**src/rtl/fb_load_arbiter.sv**
```systemverilog
// fb_load_arbiter
//   Parses UART image frames (sync byte, then NUM_PIX little-endian 2-byte pixels) and
//   queues each 9-bit pixel into a small write FIFO. The FIFO drains into the single-port
//   frame-buffer RAM only on cycles the VGA fetch does not need it; video reads always win.
// Ports
//   clk_in, reset          clock, synchronous active-high reset
//   rx_data, rx_valid      UART byte and its 1-cycle strobe
//   vid_req, vid_addr      VGA read request and address
//   vid_data, vid_data_valid  read data (ram_rdata) and its 1-cycle-delayed qualifier
//   ram_addr, ram_we, ram_wdata, ram_rdata  frame-buffer RAM port
//   loading                frame reception in progress
//   frame_done, frame_abort  1-cycle completion / timeout pulses
//   overflow               sticky: a pixel was dropped on a full FIFO (cleared by next sync)
module fb_load_arbiter #(
  parameter int unsigned ADDR_W     = 14,
  parameter int unsigned NUM_PIX    = 12288,
  parameter logic [7:0]  SYNC_BYTE  = 8'hAA,
  parameter int unsigned TIMEOUT    = 12000,
  parameter int unsigned FIFO_DEPTH = 4
) (
  input  logic              clk_in,
  input  logic              reset,
  input  logic [7:0]        rx_data,
  input  logic              rx_valid,
  input  logic              vid_req,
  input  logic [ADDR_W-1:0] vid_addr,
  output logic [8:0]        vid_data,
  output logic              vid_data_valid,
  output logic [ADDR_W-1:0] ram_addr,
  output logic              ram_we,
  output logic [8:0]        ram_wdata,
  input  logic [8:0]        ram_rdata,
  output logic              loading,
  output logic              frame_done,
  output logic              frame_abort,
  output logic              overflow
);

  localparam int unsigned PtrW  = (FIFO_DEPTH > 1) ? $clog2(FIFO_DEPTH) : 1;
  localparam int unsigned CntW  = $clog2(FIFO_DEPTH + 1);
  localparam int unsigned IdleW = $clog2(TIMEOUT + 1);
  localparam int unsigned EntW  = ADDR_W + 9;

  typedef enum logic [1:0] {StIdle, StLo, StHi} state_e;

  state_e            state_q, state_d;
  logic [7:0]        lo_q, lo_d;
  logic [ADDR_W-1:0] pix_cnt_q, pix_cnt_d;
  logic [IdleW-1:0]  idle_q, idle_d;
  logic              overflow_q, overflow_d;
  logic              done_q, done_d;
  logic              abort_q, abort_d;
  logic              vid_valid_q;

  logic [EntW-1:0]   fifo_q [FIFO_DEPTH];
  logic [PtrW-1:0]   wr_ptr_q, rd_ptr_q;
  logic [CntW-1:0]   count_q;
  logic              push, push_ok, pop, full, empty;
  logic [EntW-1:0]   head;

  assign full    = (count_q == CntW'(FIFO_DEPTH));
  assign empty   = (count_q == '0);
  assign head    = fifo_q[rd_ptr_q];
  assign push_ok = push && !full;

  // Parser FSM and timeout
  always_comb begin
    state_d    = state_q;
    lo_d       = lo_q;
    pix_cnt_d  = pix_cnt_q;
    idle_d     = idle_q;
    overflow_d = overflow_q;
    done_d     = 1'b0;
    abort_d    = 1'b0;
    push       = 1'b0;
    unique case (state_q)
      StIdle: begin
        idle_d = '0;
        if (rx_valid && rx_data == SYNC_BYTE) begin
          state_d    = StLo;
          pix_cnt_d  = '0;
          overflow_d = 1'b0;
        end
      end
      StLo: begin
        if (rx_valid) begin
          lo_d    = rx_data;
          state_d = StHi;
        end
      end
      StHi: begin
        if (rx_valid) begin
          push = 1'b1;
          if (full) overflow_d = 1'b1;
          if (pix_cnt_q == ADDR_W'(NUM_PIX - 1)) begin
            state_d = StIdle;
            done_d  = 1'b1;
          end else begin
            pix_cnt_d = pix_cnt_q + 1'b1;
            state_d   = StLo;
          end
        end
      end
      default: state_d = StIdle;
    endcase
    if (state_q != StIdle) begin
      if (rx_valid) begin
        idle_d = '0;
      end else if (idle_q == IdleW'(TIMEOUT - 1)) begin
        state_d = StIdle;
        abort_d = 1'b1;
        idle_d  = '0;
      end else begin
        idle_d = idle_q + 1'b1;
      end
    end
  end

  always_ff @(posedge clk_in) begin
    if (reset) begin
      state_q     <= StIdle;
      lo_q        <= '0;
      pix_cnt_q   <= '0;
      idle_q      <= '0;
      overflow_q  <= 1'b0;
      done_q      <= 1'b0;
      abort_q     <= 1'b0;
      vid_valid_q <= 1'b0;
    end else begin
      state_q     <= state_d;
      lo_q        <= lo_d;
      pix_cnt_q   <= pix_cnt_d;
      idle_q      <= idle_d;
      overflow_q  <= overflow_d;
      done_q      <= done_d;
      abort_q     <= abort_d;
      vid_valid_q <= vid_req;
    end
  end

  // Arbiter: video read has strict priority; otherwise drain one FIFO entry per cycle.
  always_comb begin
    pop       = !vid_req && !empty;
    ram_we    = pop && !reset;
    ram_addr  = pop ? head[EntW-1:9] : vid_addr;
    ram_wdata = head[8:0];
  end

  // FIFO pointers/count
  always_ff @(posedge clk_in) begin
    if (reset) begin
      wr_ptr_q <= '0;
      rd_ptr_q <= '0;
      count_q  <= '0;
    end else begin
      if (push_ok) wr_ptr_q <= wr_ptr_q + 1'b1;
      if (pop)     rd_ptr_q <= rd_ptr_q + 1'b1;
      unique case ({push_ok, pop})
        2'b10:   count_q <= count_q + 1'b1;
        2'b01:   count_q <= count_q - 1'b1;
        default: count_q <= count_q;
      endcase
    end
  end

  // FIFO storage needs no reset; occupancy is tracked by count_q.
  always_ff @(posedge clk_in) begin
    if (push_ok) fifo_q[wr_ptr_q] <= {pix_cnt_q, rx_data[0], lo_q};
  end

  assign vid_data       = ram_rdata;
  assign vid_data_valid = vid_valid_q;
  assign loading        = (state_q != StIdle);
  assign frame_done     = done_q;
  assign frame_abort    = abort_q;
  assign overflow       = overflow_q;

endmodule

```
**config.mk**
```make
export PLATFORM = sky130hd
export DESIGN_NAME = fb_load_arbiter
export DESIGN_NICKNAME = d
export VERILOG_FILES = /design/src/rtl/fb_load_arbiter.sv
export SDC_FILE = /design/constraint.sdc
export NUM_CORES = 1
export LEC_CHECK = 0
export BUFFER_PORTS_ARGS = -buffer_cell sky130_fd_sc_hd__buf_2
export CAP_MARGIN = 25
export CORE_ASPECT_RATIO = 1.2
export CORE_MARGIN = 5
export CORE_UTILIZATION = 58
export DETAILED_ROUTE_END_ITERATION = 8
export GPL_TIMING_DRIVEN = 0
export PLACE_DENSITY = 0.79
export SETUP_SLACK_MARGIN = 0.15
export SYNTH_ARGS = -nofsm -noshare
export SYNTH_HDL_FRONTEND = slang
export SYNTH_SLANG_ARGS = --single-unit
```
**constraint.sdc**
```tcl
create_clock -name clk_in -period 2.9 [get_ports clk_in]
set_clock_uncertainty 0.15 [all_clocks]
set_input_delay 0.29 -clock clk_in [delete_from_list [all_inputs] [get_ports clk_in]]
set_output_delay 0.29 -clock clk_in [all_outputs]
set_load 0.01 [all_outputs]
```
==> metrics.csv, run 1 <==
metric,value,unit
total of fill cells in the finished design,652,
final hold vios,0,
fin crit share,0.9222,
RSZ-0062 raised after global routing,yes,
post-synthesis cell area,6206,sq um
type of the worst min-delay path,in2reg,
Placed Area,6788,sq um
layout cell share with drive strength beyond 1,0.3519,
CTS Buf Count,17,
Crit path required time,3080,ps
maxcap violations,0,
CP cell instances,or3b_4 > and4b_1 > buf_2 > inv_1 > ha_2 > inv_1 > fa_1 > xor2_1 > or3_1 > a21oi_1,
post-synth cell types,56,
Tot Pwr,0.004252,W
CTS tree,done,
DR WL/cell,19.57,um
chip height,123.3,um
H-tree depth,4,
Synth top area share,0.4452,
Vias/cell,5.832,
setup TNS,0,ps
hpwl dp,8216,um
"area leader, netlist",edfxtp_1,
drt drc,0,
area share of fa/ha/maj cells after synthesis,0.01734,
vias in the first global route,3926,
largest net degree at the start of global routing,17,
initial antenna violation count,0,
I/O pins,73,
Synth Area in Compound Gates,0.02560,
top-count cell post-synth,edfxtp_1,
CP bufs+invs,3,
slew margin rel.,0.5615,
Area contributors post-synth,"edfxtp_1 (45%), dfxtp_1 (16%), mux4_2 (8.3%)",
Initial DRT Pass Iterations,4,
Syn Nets,457,
Routed WL,12700,um
Worst-Skew Late Latency,420,ps
gr busiest metal,met2,
final core occ,0.7070,
status,"finished, final reports clean",
Detailed Route Iter0 Violations,266,
Syn Area/Cell,14.99,sq um
Simple-Gate Fraction of Synth Area,0.1442,
Final Wtd Congestion,0.7874,
Nets,550,
"Seq/Total Area, Yosys",0.6097,
"Design Area, Final",7435,sq um
global-route usage over all layers,0.2084,
CP max FO,7,
Yosys warnings,0,
"Worst Path Class, Setup",reg2reg,
ys flop type,edfxtp_1,
VDD IR-drop max,383.8,uV
Async SR Flop Fraction,0,
critical path capture point type,flip-flop,
Clock Path Buffers,2,
#FFs+latches synth,143,
power per cell area,571.9,nW/um^2
Sink Count,143,
"most used cell, CP",inv_1,
die area,12880,sq um
Worst-path clk slew,60,ps
Syn Inst Count,414,
met1 usage,0.2393,
"top cells by count, synth","edfxtp_1 (92), dfxtp_1 (51), nor2_1 (29)",
"EDFF count, synth",92,
CP Launch Type,flip-flop,
met3 usage,0.05013,
worst slew pin tran,657.8,ps
number of port buffers,62,
Crit path largest cell delay,410,ps
mux share of post-synthesis cell area,0.1427,
Congestion Overflow GR,0,
fmax,0.3739,GHz
first-pass GRT wire length,20380,um
Worst path top cell family by delay,simple AND/OR/NAND/NOR gates,
Lkg Pwr,2.698,nW
final setup fails,0,
Post-Synth XOR/XNOR Area,0.02117,
Worst path slowest cell,or3b_4,
grt met2 use,0.3720,
via count,3785,
Die Span X,104.4,um
combinational family with the most area after synthesis,simple AND/OR/NAND/NOR gates,
CP Data Arrival Time,2860,ps
Ant. Diodes,0,
core area,10520,sq um
Initial Utilization,0.5901,
Root Buffer,clkbuf_16,
Period minus WS final,2674,ps
"antenna viol nets, final",0,
standard-cell rows,41,
count of pins over their slew limit,0,
Area Growth Syn to Fin,19.80,%
==> tightest hold or removal path, cell delays in order <==
cell and delay (ps):
buf_2 100, mux2i_1 70, nor2_1 100
==> path summary, 6_finish.rpt <==
kind,from,end,slack [ps],depth (start not counted)
setup reg to reg,count_q[2],count_q[2],230,10
hold reg to reg,idle_q[13],idle_q[13],330,2
setup / recovery,count_q[2],count_q[2],230,10
hold / removal,rx_data[7],lo_q[7],40,3
==> kinds of logic (layout without fill, tap and decap cells) <==
kind of cell | Yosys count | after routing
mux | 58 | 58
flops | 143 | 143
buf+inv | 37 | 143
xor+xnor | 15 | 15
compound gates | 19 | 19
fa+ha+maj | 8 | 8
simple gates | 134 | 134
==> metrics by stage <==
stage               cells  setup slack [ps]  hold slack (ps)
floorplan             414             456.4            238.9
global placement      605             186.5            290.3
detailed placement    609             121.1            325.7
CTS                   647             150.2            20.25
global route          649             121.1            30.33
finish                649             225.7            37.62
==> sequential cells by signal (all words and copies together), names as in the netlist, 2 cells and up, named ones only <==
register / count
state_q: 2
count_q: 3
pix_cnt_q: 14
idle_q: 14
wr_ptr_q: 2
fifo_q: 92
rd_ptr_q: 2
lo_q: 8
==> report_power, final <==
group / total [W] / internal [W] / switching [W]
clock: 0.00199 / 0.00121 / 0.000781
sequential: 0.00214 / 0.00214 / 0.000000323
combinational: 0.000114 / 0.0000568 / 0.0000574
total: 0.00425 / 0.00341 / 0.000839
==> what timing repair did <==
action | 4_1_cts | 5_1_grt
hold buffers | 6 | 1
hold endpoints to repair | 9 | 1
endpoints found under the setup margin | 3 | 2
gates resized for setup | 2 | 6
cloned | 0 | 0
setup buffers | 0 | 1
==> per-layer routing <==
layer  vias up  wire length [um]
li1       1749                 -
met1      1902              4929
met2       115              6849
met4         0               262
met3        19               657
met5         -                 0
==> cells in the final DEF, fill, tap and decap left out, types with 7 or more instances in the layout <==
master         instances
nor2_1                29
edfxtp_1              92
mux2_2                14
mux2i_1               21
buf_2                 69
dfxtp_1               49
and2_1                 7
mux4_2                23
xor2_1                 9
nand2b_1              16
inv_1                  9
buf_4                 11
dlygate4sd3_1          7
nand2_1               20
nand3_1                9
clkbuf_16             17
nand4_1                7
==> layout make-up <==
cell class | count | area [sq um] | area share
buffer | 28 | 215.2 | 0.02895
clock buffer | 21 | 460.4 | 0.06193
clock inverter | 11 | 91.34 | 0.01229
inverter | 9 | 33.78 | 0.004544
multi-input combinational | 234 | 2188 | 0.2943
sequential | 143 | 3786 | 0.5093
tap | 129 | 161.4 | 0.02171
timing repair buffer | 74 | 498.0 | 0.06698
Power figures use the tool's default switching activity.
==> run 2: changes to the inputs <==
Settings changed: CAP_MARGIN 25 to 0, GPL_TIMING_DRIVEN 0 to default.
==> metrics.csv, run 2 (synthesis gave the netlist of run 1 again) <==
metric,value,unit,change
power per cell area,597.2,nW/um^2,was 571.9 nW/um^2
global-route usage over all layers,0.1890,,was 0.2084
Period minus WS final,2608,ps,was 2674 ps
Clock Path Buffers,2,,unchanged
Initial DRT Pass Iterations,4,,unchanged
"commonest non-fill, non-tap cell in the layout",edfxtp_1,,unchanged
Crit path largest cell delay,390,ps,was 410 ps
register area,3784,sq um,was 3786 sq um
Root Buffer,clkbuf_16,,unchanged
chip height,123.3,um,unchanged
RSZ-0062 raised after global routing,no,,was yes
post_cts resized,0,,was 2
CTS Buf Count,17,,unchanged
Hold Crit Endpoint,vid_data_valid,,was lo_q[7]
Placement Setup Slack,339.2,ps,was 121.1 ps
CP cell instances,or3b_1 > and4b_1 > inv_1 > ha_1 > inv_1 > fa_1 > xor2_1 > or3_1 > a21oi_1,,was or3b_4 > and4b_1 > buf_2 > inv_1 > ha_2 > inv_1 > fa_1 > xor2_1 > or3_1 > a21oi_1
status,"finished, final reports clean",,unchanged
CP bufs+invs,2,,was 3
count of pins over their slew limit,0,,unchanged
Crit path required time,3090,ps,was 3080 ps
first-pass GRT wire length,18860,um,"was 20,380 um"
fmax,0.3835,GHz,was 0.3739 GHz
worst hold start,vid_req,,was rx_data[7]
H-tree depth,4,,unchanged
"antenna viol nets, final",0,,unchanged
type of the worst min-delay path,in2reg,,unchanged
vias in the first global route,3767,,"was 3,926"
Reg2Reg Setup Slack,290,ps,was 230 ps
drt drc,0,,unchanged
initial antenna violation count,0,,unchanged
Worst-path clk slew,60,ps,about the same
setup bufs post-CTS,0,,unchanged
final core occ,0.6795,,was 0.7070
Worst Reg-to-Reg Cells,9,,was 10
Routed WL,11600,um,"was 12,700 um"
setup TNS,0,ps,unchanged
Die Span X,104.4,um,unchanged
Nets,520,,was 550
number of port buffers,54,,was 62
Hold Path Depth,2,,was 3
Non-Filler Instances,619,,was 649
VDD IR-drop max,398.8,uV,was 383.8 uV
registers with the most flip-flops,"fifo_q x92, idle_q x14, pix_cnt_q x14",,unchanged
DR WL/cell,18.74,um,was 19.57 um
Crit Reg-Reg Endpoint,count_q[2],,unchanged
fin crit share,0.8992,,was 0.9222
"Worst Path Class, Setup",reg2reg,,unchanged
Hold Buf Count CTS,8,,was 6
Worst-Skew Late Latency,420,ps,about the same
final setup fails,0,,unchanged
most frequent cells in the layout,"edfxtp_1 (92), buf_2 (54), dfxtp_1 (51)",,"was edfxtp_1 (92), buf_2 (69), dfxtp_1 (49)"
Ant. Diodes,0,,unchanged
Sink Count,143,,unchanged
critical path capture point type,flip-flop,,unchanged
Final Wtd Congestion,0.8088,,was 0.7874
Congestion Overflow GR,0,,unchanged
Critical R2R Launch,count_q[2],,unchanged
largest net degree at the start of global routing,27,,was 17
Lkg Pwr,2.561,nW,was 2.698 nW
CTS tree,done,,unchanged
Initial Utilization,0.5901,,unchanged
max FFs per register,92,,unchanged
via count,3587,,"was 3,785"
core area,10520,sq um,unchanged
maxcap violations,0,,unchanged
layout cell share with drive strength beyond 1,0.3163,,was 0.3519
CP Launch Type,flip-flop,,unchanged
Worst path slowest cell,or3b_1,,was or3b_4
Largest Register,fifo_q,,unchanged
multi-input logic area,2178,sq um,was 2188 sq um
hpwl dp,7470,um,was 8216 um
final hold vios,0,,unchanged
Area Growth Syn to Fin,15.14,%,was 19.80%
total of fill cells in the finished design,708,,was 652
final worst slack,292.4,ps,was 225.7 ps
# placed instances,579,,was 609
CP Data Arrival Time,2790,ps,was 2860 ps
standard-cell rows,41,,unchanged
slew margin rel.,0.2512,,was 0.5615
CP max FO,7,,unchanged
die area,12880,sq um,unchanged
Vias/cell,5.795,,was 5.832
"most used cell, CP",inv_1,,unchanged
I/O pins,73,,unchanged
Detailed Route Iter0 Violations,217,,was 266
Worst path top cell family by delay,simple AND/OR/NAND/NOR gates,,unchanged
worst slew pin tran,1123,ps,was 657.8 ps
-- run 2: cell count changes in the layout (fill, tap and decap cells not counted), moves of 2 or more --
cell / before / now
buf_12: 2 / 0
dfxtp_2: 2 / 0
buf_2: 69 / 54
inv_4: 0 / 3
buf_16: 4 / 0
clkbuf_1: 4 / 1
buf_1: 2 / 0
dfxtp_1: 49 / 51
buf_6: 4 / 0
clkinv_1: 2 / 0
inv_6: 0 / 2
clkinvlp_4: 4 / 1
-- run 2: worst register-to-register path: cells and delay by family (launching register included) --
kind                       cells  cell delay (ps)
buffers and inverters          2              150
and+or+nand+nor                3              990
AOI/OAI and AO/OA              1              150
xor gates and xnor gates       1              160
adders and majority gates      2              540
DFF                            1              380
-- run 2: power breakdown --
part           switching (W)  leakage (nW)  internal, W
logic              0.0000467         0.904    0.0000421
registers        0.000000308          1.38      0.00214
clock network       0.000808         0.282      0.00123
-- run 2: how the worst max path moves through the flow --
stage	startpoint	to	slack [ps]	cells past startpoint
after floorplan	count_q[0]	count_q[2]	460	10
after global routing	count_q[0]	count_q[2]	180	9
after detailed placement	count_q[2]	count_q[2]	340	9
after CTS	count_q[2]	count_q[2]	290	9
final	count_q[2]	count_q[2]	290	9
after global placement	count_q[0]	count_q[2]	440	9
-- run 2: layout make-up --
cell class	instances	share of cell area
clock buffer	20	0.06391
sequential	143	0.5295
inverter	9	0.004728
clock inverter	12	0.01488
multi-input combinational	234	0.3049
tap	129	0.02259
timing repair buffer	72	0.05953
-- run 2: stage by stage --
stage	hold slack (ps)	power [W]	cell area (sq um)
detailed placement	305.9	0.002266	6502
finish	36.91	0.004267	7146
global route	31.50	0.004399	7146
global placement	290.2	0.002264	6502
floorplan	238.9	0.002247	6206
CTS	12.92	0.004298	7146
-- run 2: routing by layer --
layer | part of all wire | wire, um | track usage | up-vias
li1 | - | - | - | 1688
met1 | 0.41 | 4768 | 0.2229 | 1778
met2 | 0.52 | 5978 | 0.3253 | 103
met3 | 0.056 | 645 | 0.05170 | 18
met4 | 0.018 | 209 | 0.08421 | 0
met5 | 0 | 0 | 0 | -
